[src/rtl/register_readback_serializer_if.sv]
// Register-bank read port plus serial output channel of the readback serializer.
// The master side is the serializer; the slave side is the register bank and bit consumer.
interface register_readback_serializer_if #(
  parameter int NrOfBits = 32,
  parameter int AddrBits = 5
);
  logic [AddrBits-1:0] RdAddr;
  logic                RdSel;
  logic [NrOfBits-1:0] RdData;
  logic                SerOut;
  logic                SerValid;
  logic                SerReady;

  modport master (
    output RdAddr, RdSel, SerOut, SerValid,
    input  RdData, SerReady
  );

  modport slave (
    input  RdAddr, RdSel, SerOut, SerValid,
    output RdData, SerReady
  );
endinterface

[src/rtl/register_readback_serializer.sv]
// Scans a bank of tri-stated registers and streams each word out MSB first over a
// valid/ready serial channel; every state update is qualified by the global Tick.
module register_readback_serializer #(
  parameter int NrOfBits = 32,
  parameter int NrOfRegs = 32,
  parameter int AddrBits = 5
) (
  input  logic Clock,
  input  logic Reset,
  input  logic Tick,
  input  logic Start,
  register_readback_serializer_if.master bus,
  output logic Busy,
  output logic Done
);

  localparam int CntBits = (NrOfBits > 1) ? $clog2(NrOfBits) : 1;
  localparam logic [AddrBits-1:0] LastAddr = AddrBits'(NrOfRegs - 1);
  localparam logic [CntBits-1:0]  LastBit  = CntBits'(NrOfBits - 1);

  typedef enum logic [2:0] {
    IDLE,
    SELECT,
    CAPTURE,
    SHIFT,
    NEXT,
    DONE
  } state_e;

  state_e              state_q, state_d;
  logic [AddrBits-1:0] addr_q, addr_d;
  logic [NrOfBits-1:0] shift_q, shift_d;
  logic [CntBits-1:0]  cnt_q, cnt_d;

  // NOTE: every signal written here gets its default first, so no path can infer a latch.
  always_comb begin
    state_d      = state_q;
    addr_d       = addr_q;
    shift_d      = shift_q;
    cnt_d        = cnt_q;
    bus.RdAddr   = addr_q;
    bus.RdSel    = 1'b1;
    bus.SerOut   = shift_q[NrOfBits-1];
    bus.SerValid = 1'b0;
    Busy         = (state_q != IDLE);
    Done         = 1'b0;

    unique case (state_q)
      IDLE: begin
        if (Start) begin
          state_d = SELECT;
          addr_d  = '0;
        end
      end
      SELECT: begin
        // Register drives the bus for one settle cycle before the capture edge.
        bus.RdSel = 1'b0;
        state_d   = CAPTURE;
      end
      CAPTURE: begin
        bus.RdSel = 1'b0;
        shift_d   = bus.RdData;
        cnt_d     = LastBit;
        state_d   = SHIFT;
      end
      SHIFT: begin
        bus.SerValid = 1'b1;
        if (bus.SerReady) begin
          shift_d = shift_q << 1;
          if (cnt_q == '0) begin
            state_d = NEXT;
          end else begin
            cnt_d = cnt_q - 1'b1;
          end
        end
      end
      NEXT: begin
        if (addr_q == LastAddr) begin
          state_d = DONE;
        end else begin
          addr_d  = addr_q + 1'b1;
          state_d = SELECT;
        end
      end
      DONE: begin
        Done    = 1'b1;
        addr_d  = '0;
        state_d = IDLE;
      end
      default: begin
        state_d = IDLE;
      end
    endcase
  end

  // NOTE: state registers use non-blocking assignments so all of them sample the same edge.
  always_ff @(posedge Clock) begin
    if (Reset) begin
      state_q <= IDLE;
      addr_q  <= '0;
      shift_q <= '0;
      cnt_q   <= '0;
    end else if (Tick) begin
      state_q <= state_d;
      addr_q  <= addr_d;
      shift_q <= shift_d;
      cnt_q   <= cnt_d;
    end
  end

endmodule
[src/flat_wrapper.sv]
// flat-port wrapper written by rule: the top's interface ports become plain ports
module register_readback_serializer_flat 
#(
  parameter int NrOfBits = 32,
  parameter int NrOfRegs = 32,
  parameter int AddrBits = 5
)
  (Clock, Reset, Tick, Start, Busy, Done, bus_RdAddr, bus_RdSel, bus_SerOut, bus_SerValid, bus_RdData, bus_SerReady);
  register_readback_serializer_if #(.NrOfBits(NrOfBits), .AddrBits(AddrBits)) bus_i ();
  input  logic Clock;
  input  logic Reset;
  input  logic Tick;
  input  logic Start;
  output logic Busy;
  output logic Done;
  output wire logic [$bits(bus_i.RdAddr)-1:0] bus_RdAddr;
  output wire logic [$bits(bus_i.RdSel)-1:0] bus_RdSel;
  output wire logic [$bits(bus_i.SerOut)-1:0] bus_SerOut;
  output wire logic [$bits(bus_i.SerValid)-1:0] bus_SerValid;
  input wire logic [$bits(bus_i.RdData)-1:0] bus_RdData;
  input wire logic [$bits(bus_i.SerReady)-1:0] bus_SerReady;
  assign bus_RdAddr = bus_i.RdAddr;
  assign bus_RdSel = bus_i.RdSel;
  assign bus_SerOut = bus_i.SerOut;
  assign bus_SerValid = bus_i.SerValid;
  assign bus_i.RdData = bus_RdData;
  assign bus_i.SerReady = bus_SerReady;
  register_readback_serializer #(.NrOfBits(NrOfBits), .NrOfRegs(NrOfRegs), .AddrBits(AddrBits)) u_core (.Clock(Clock), .Reset(Reset), .Tick(Tick), .Start(Start), .bus(bus_i), .Busy(Busy), .Done(Done));
endmodule
[config.mk]
export PLATFORM = sky130hd
export DESIGN_NAME = register_readback_serializer_flat
export DESIGN_NICKNAME = d
export VERILOG_FILES = /design/src/rtl/register_readback_serializer_if.sv /design/src/rtl/register_readback_serializer.sv /design/src/flat_wrapper.sv
export SDC_FILE = /design/constraint.sdc
export NUM_CORES = 1
export LEC_CHECK = 0
export ABC_CLOCK_PERIOD_IN_PS = 1500
export CAP_MARGIN = 40
export CORE_ASPECT_RATIO = 0.6
export CORE_UTILIZATION = 44
export CTS_BUF_LIST = sky130_fd_sc_hd__clkbuf_2
export DETAILED_ROUTE_END_ITERATION = 10
export PLACE_DENSITY_LB_ADDON = 0.08
export SETUP_SLACK_MARGIN = 0.3
export SLEW_MARGIN = 20
export SYNTH_ARGS = -nofsm -noshare
export SYNTH_HDL_FRONTEND = slang
export SYNTH_SLANG_ARGS = --single-unit
[constraint.sdc]
create_clock -name Clock -period 1.5 [get_ports Clock]
set_input_delay 0.225 -clock Clock [delete_from_list [all_inputs] [get_ports Clock]]
set_output_delay 0.225 -clock Clock [all_outputs]
set_load 0.05 [all_outputs]
==> results of run 1 <==
-- tightest hold or removal path, delay by kind of cell --
family          cells  cell delay, ns
buf+inv             1            0.41
compound gates      2            0.19
-- registers in the layout, summed over array words and instances, names as in the netlist --
name,count
u_core.state_q,3
u_core.shift_q,32
u_core.bus.RdAddr,5
u_core.cnt_q,5
-- routing by layer --
layer  vias up  global-route usage  share of wire  wire length [um]
li1       1090                   -              -                 -
met1      1087              0.3538           0.47              3291
met2        50              0.3745           0.48              3334
met3         9             0.04987          0.040               280
met4         0             0.06610          0.013                91
met5         -                   0              0                 0
-- cell usage after synthesis, types with 4 or more instances --
master	instances
a21oi_1	39
a211oi_1	4
nor2_1	5
o221ai_2	29
nand2_1	34
dfxtp_1	45
nand2b_1	6
clkbuf_1	4
buf_2	7
buf_6	6
inv_1	4
-- power groups by stage --
stage	Sequential, uW	Combinational, uW	Clock [uW]
6_report	1260	778	568
5_1_grt	1270	820	644
4_1_cts	1260	729	588
3_5_place_dp	1290	586	0
3_3_place_gp	1290	582	0
2_1_floorplan	1280	315	0
-- through the flow --
stage / util / TNS (ns) / power (uW)
6_report: 0.7646 / -1.799 / 2607
5_1_grt: 0.7646 / -4.445 / 2730
4_1_cts: 0.7389 / -1.149 / 2573
3_5_place_dp: 0.6460 / -6.658 / 1873
3_3_place_gp: 0.6460 / -5.424 / 1867
2_1_floorplan: - / -0.1945 / 1593
-- cell type report --
type | count | area (um^2) | area share
Clock buffer | 5 | 25.02 | 0.006475
Clock inverter | 3 | 23.77 | 0.006151
Inverter | 5 | 23.77 | 0.006151
Multi-Input combinational cell | 163 | 1490 | 0.3856
Sequential cell | 45 | 927.1 | 0.2399
Tap cell | 66 | 82.58 | 0.02137
Timing Repair Buffer | 112 | 1292 | 0.3344
-- worst max path at each step --
stage,start,cells past startpoint,slack [ns],to
after floorplan,u_core.bus.RdAddr[1]$_SDFFE_PP0P_,7,-0.05,u_core.bus.RdAddr[2]$_SDFFE_PP0P_
after global placement,bus_SerReady,5,-0.22,u_core.cnt_q[2]$_SDFFE_PP0P_
after detailed placement,bus_SerReady,5,-0.22,u_core.cnt_q[2]$_SDFFE_PP0P_
after CTS,u_core.state_q[0]$_SDFFE_PP0P_,4,-0.28,Busy
after global routing,u_core.state_q[0]$_SDFFE_PP0P_,4,-0.36,Busy
final,u_core.state_q[0]$_SDFFE_PP0P_,4,-0.28,Busy
-- cell families after synthesis --
family / count (synthesis) / synth area share
AO/OA/AOI/OAI: 94 / 0.3755
XOR/XNOR: 1 / 0.003782
adder cells (fa/ha/maj): 3 / 0.01621
buffers and inverters: 26 / 0.07022
flip-flops: 45 / 0.3890
AND/OR/NAND/NOR: 65 / 0.1453
-- layout by cell type (no fill, tap or decap), types with 2 or more instances in the layout --
cell type	netlist	routed
a211oi_2	0	3
a21oi_1	39	31
a21oi_2	0	7
a21oi_4	1	2
a311oi_1	3	2
a311oi_2	1	2
and3_4	0	2
buf_12	0	15
buf_16	0	2
buf_4	3	31
buf_6	6	25
buf_8	0	2
clkbuf_2	0	5
clkdlybuf4s50_1	0	36
dfxtp_1	45	34
dfxtp_2	0	6
dfxtp_4	0	5
ha_4	0	3
inv_1	4	2
inv_2	1	2
inv_6	0	2
nand2_1	34	34
nand2b_1	6	5
nand4_1	2	2
nor2_1	5	4
nor2b_1	2	2
o21ai_2	1	2
o21ai_4	0	2
o221ai_2	29	30
-- timing repair --
| item | 4_1_cts | 5_1_grt |
|---|---|---|
| cloned | 3 | 0 |
| pin swaps | 17 | 16 |
| buffers inserted | 21 | 5 |
| endpoints found under the setup margin | 55 | 55 |
| gates resized for setup | 49 | 20 |
==> summary.md, run 1 <==
| Metric | Value |
|---|---|
| Clock Tree Buf Depth | `2` |
| Leading area contributor after synthesis | `dfxtp_1` |
| CTS tree | `done` |
| Setup slack, reg-to-reg | `-0.22 ns` |
| Critical Path End Type | `primary output` |
| Core outline area | `5055 um^2` |
| CP max-delay cell | `dfxtp_4` |
| Worst path arrival time | `1.55 ns` |
| Max-cap viol count | `0` |
| Initial antenna violation count | `0` |
| Inst Count DP | `362` |
| R2r startpoint | `u_core.bus.RdAddr[1]$_SDFFE_PP0P_` |
| #FFs+latches synth | `45` |
| Fraction of layout cells with a size suffix above 1 | `0.5135` |
| Antenna Cells | `0` |
| Max Fclk | `0.5632 GHz` |
| CP peak stage delay | `0.42 ns` |
| Seq pwr share | `0.483` |
| Post-route antenna net violation count | `0` |
| Vias post-DR | `2236` |
| Pre-CTS WS | `-0.2229 ns` |
| Die outline height | `58.20 um` |
| Post-DP HPWL | `3816 um` |
| Post-Route WL | `6997 um` |
| Cell count after synthesis | `234` |
| Crit path launch type | `flip-flop` |
| Port-buffer cells | `46` |
| CTS buffer count | `5` |
| Initial Utilization | `0.4582` |
| Hold Crit Start | `bus_RdData[7]` |
| Max FO, Critical Path | `5` |
| Vias in the first global route | `2112` |
| Period utilization | `1.184` |
| GRT overflow | `0` |
| Final std cell area, no fill | `3865 um^2` |
| Hold_buf cts | `0` |
| Top post-synthesis cells by area | `dfxtp_1, o221ai_2, a21oi_1` |
| Status | `complete, but fails checks` |
| RSZ-0062 raised after global routing | `yes` |
| Wire per inst | `17.54 um` |
| Cells along the critical path | `buf_6, or3_4, buf_6, buf_12` |
| DR DRC count | `0` |
| Comb power frac | `0.299` |
| Share of the synthesized area in the top cell type | `0.3890` |
| Sw Share | `0.3221` |
| EDFF count, synth | `0` |
| Family with the most delay on the worst path | `flip-flops` |
| Post-synth ARST share | `0` |
| Netlist cell types | `48` |
| Hold Path End | `u_core.shift_q[7]$_SDFFE_PP0P_` |
| Hold Slack | `0.3746 ns` |
| Most common cell on crit path | `buf_6` |
| Kind of critical path | `flip-flop to primary output` |
| Fin. Hold Viols | `0` |
| Minimum clock period | `1.776 ns` |
| Largest net degree at the start of global routing | `46` |
| Worst-Margin Slew | `0.3186 ns` |
| Syn Area/Cell | `9.897 um^2` |
| Row count | `20` |
| Synth Cell Area | `2316 um^2` |
| Worst-Skew Late Latency | `0.46 ns` |
| Hold Path Stages | `3` |
| Clk pwr share | `0.218` |
| Reg2reg path depth | `7` |
| Layout Nets | `372` |
| Synthesized net count | `274` |
| Worst min path class | `input pin to flip-flop` |
| Reg-to-reg critical path endpoint | `u_core.bus.RdAddr[2]$_SDFFE_PP0P_` |
| Worst-path clk slew | `0.29 ns` |
| Worst Path Required | `1.27 ns` |
| Vias per cell | `5.604` |
| Max IR drop VDD | `0.4698 mV` |
| Ys Warns | `0` |
| First drt pass iteration count | `4` |
| DP Area | `3266 um^2` |
| Fillers | `344` |
| Worst Skew | `0.04944 ns` |
| Finished Layout Cells | `399` |
| DRT iter0 DRCs | `126` |
| RePlAce Congestion | `0.7414` |
| Pint | `1767 uW` |
| All-Layer GR Usage | `0.2456` |
| CP bufs+invs | `3` |
| Clk sinks | `45` |
| H-tree levels | `2` |
| Final setup viols | `27` |
| PnR worst setup slack | `-0.2756 ns` |
| Static Leak | `0.001333 uW` |
| Seq/Total Area, Yosys | `0.3890` |
| Sw power | `839.7 uW` |
| Max Slew Vio Count | `0` |
| DIE AREA | `5567 um^2` |
| Root Buffer | `clkbuf_2` |
| I/O Pins | `47` |
| Die width | `95.66 um` |
| Violated checks | `negative setup slack` |
| Ys flop type | `dfxtp_1` |
| First-pass GRT wire length | `10370 um` |
| Pwr dens | `674.4 nW/um^2` |
| Area Overhead vs Synth | `66.88%` |
| Slew HR | `0.7862` |
Power figures use the tool's default switching activity.
==> run 2: changes to the inputs <==
- SLEW_MARGIN: 20 -> unset
==> results of run 2 <==
No change in the layout: final DEF, timing and power equal those of run 1.
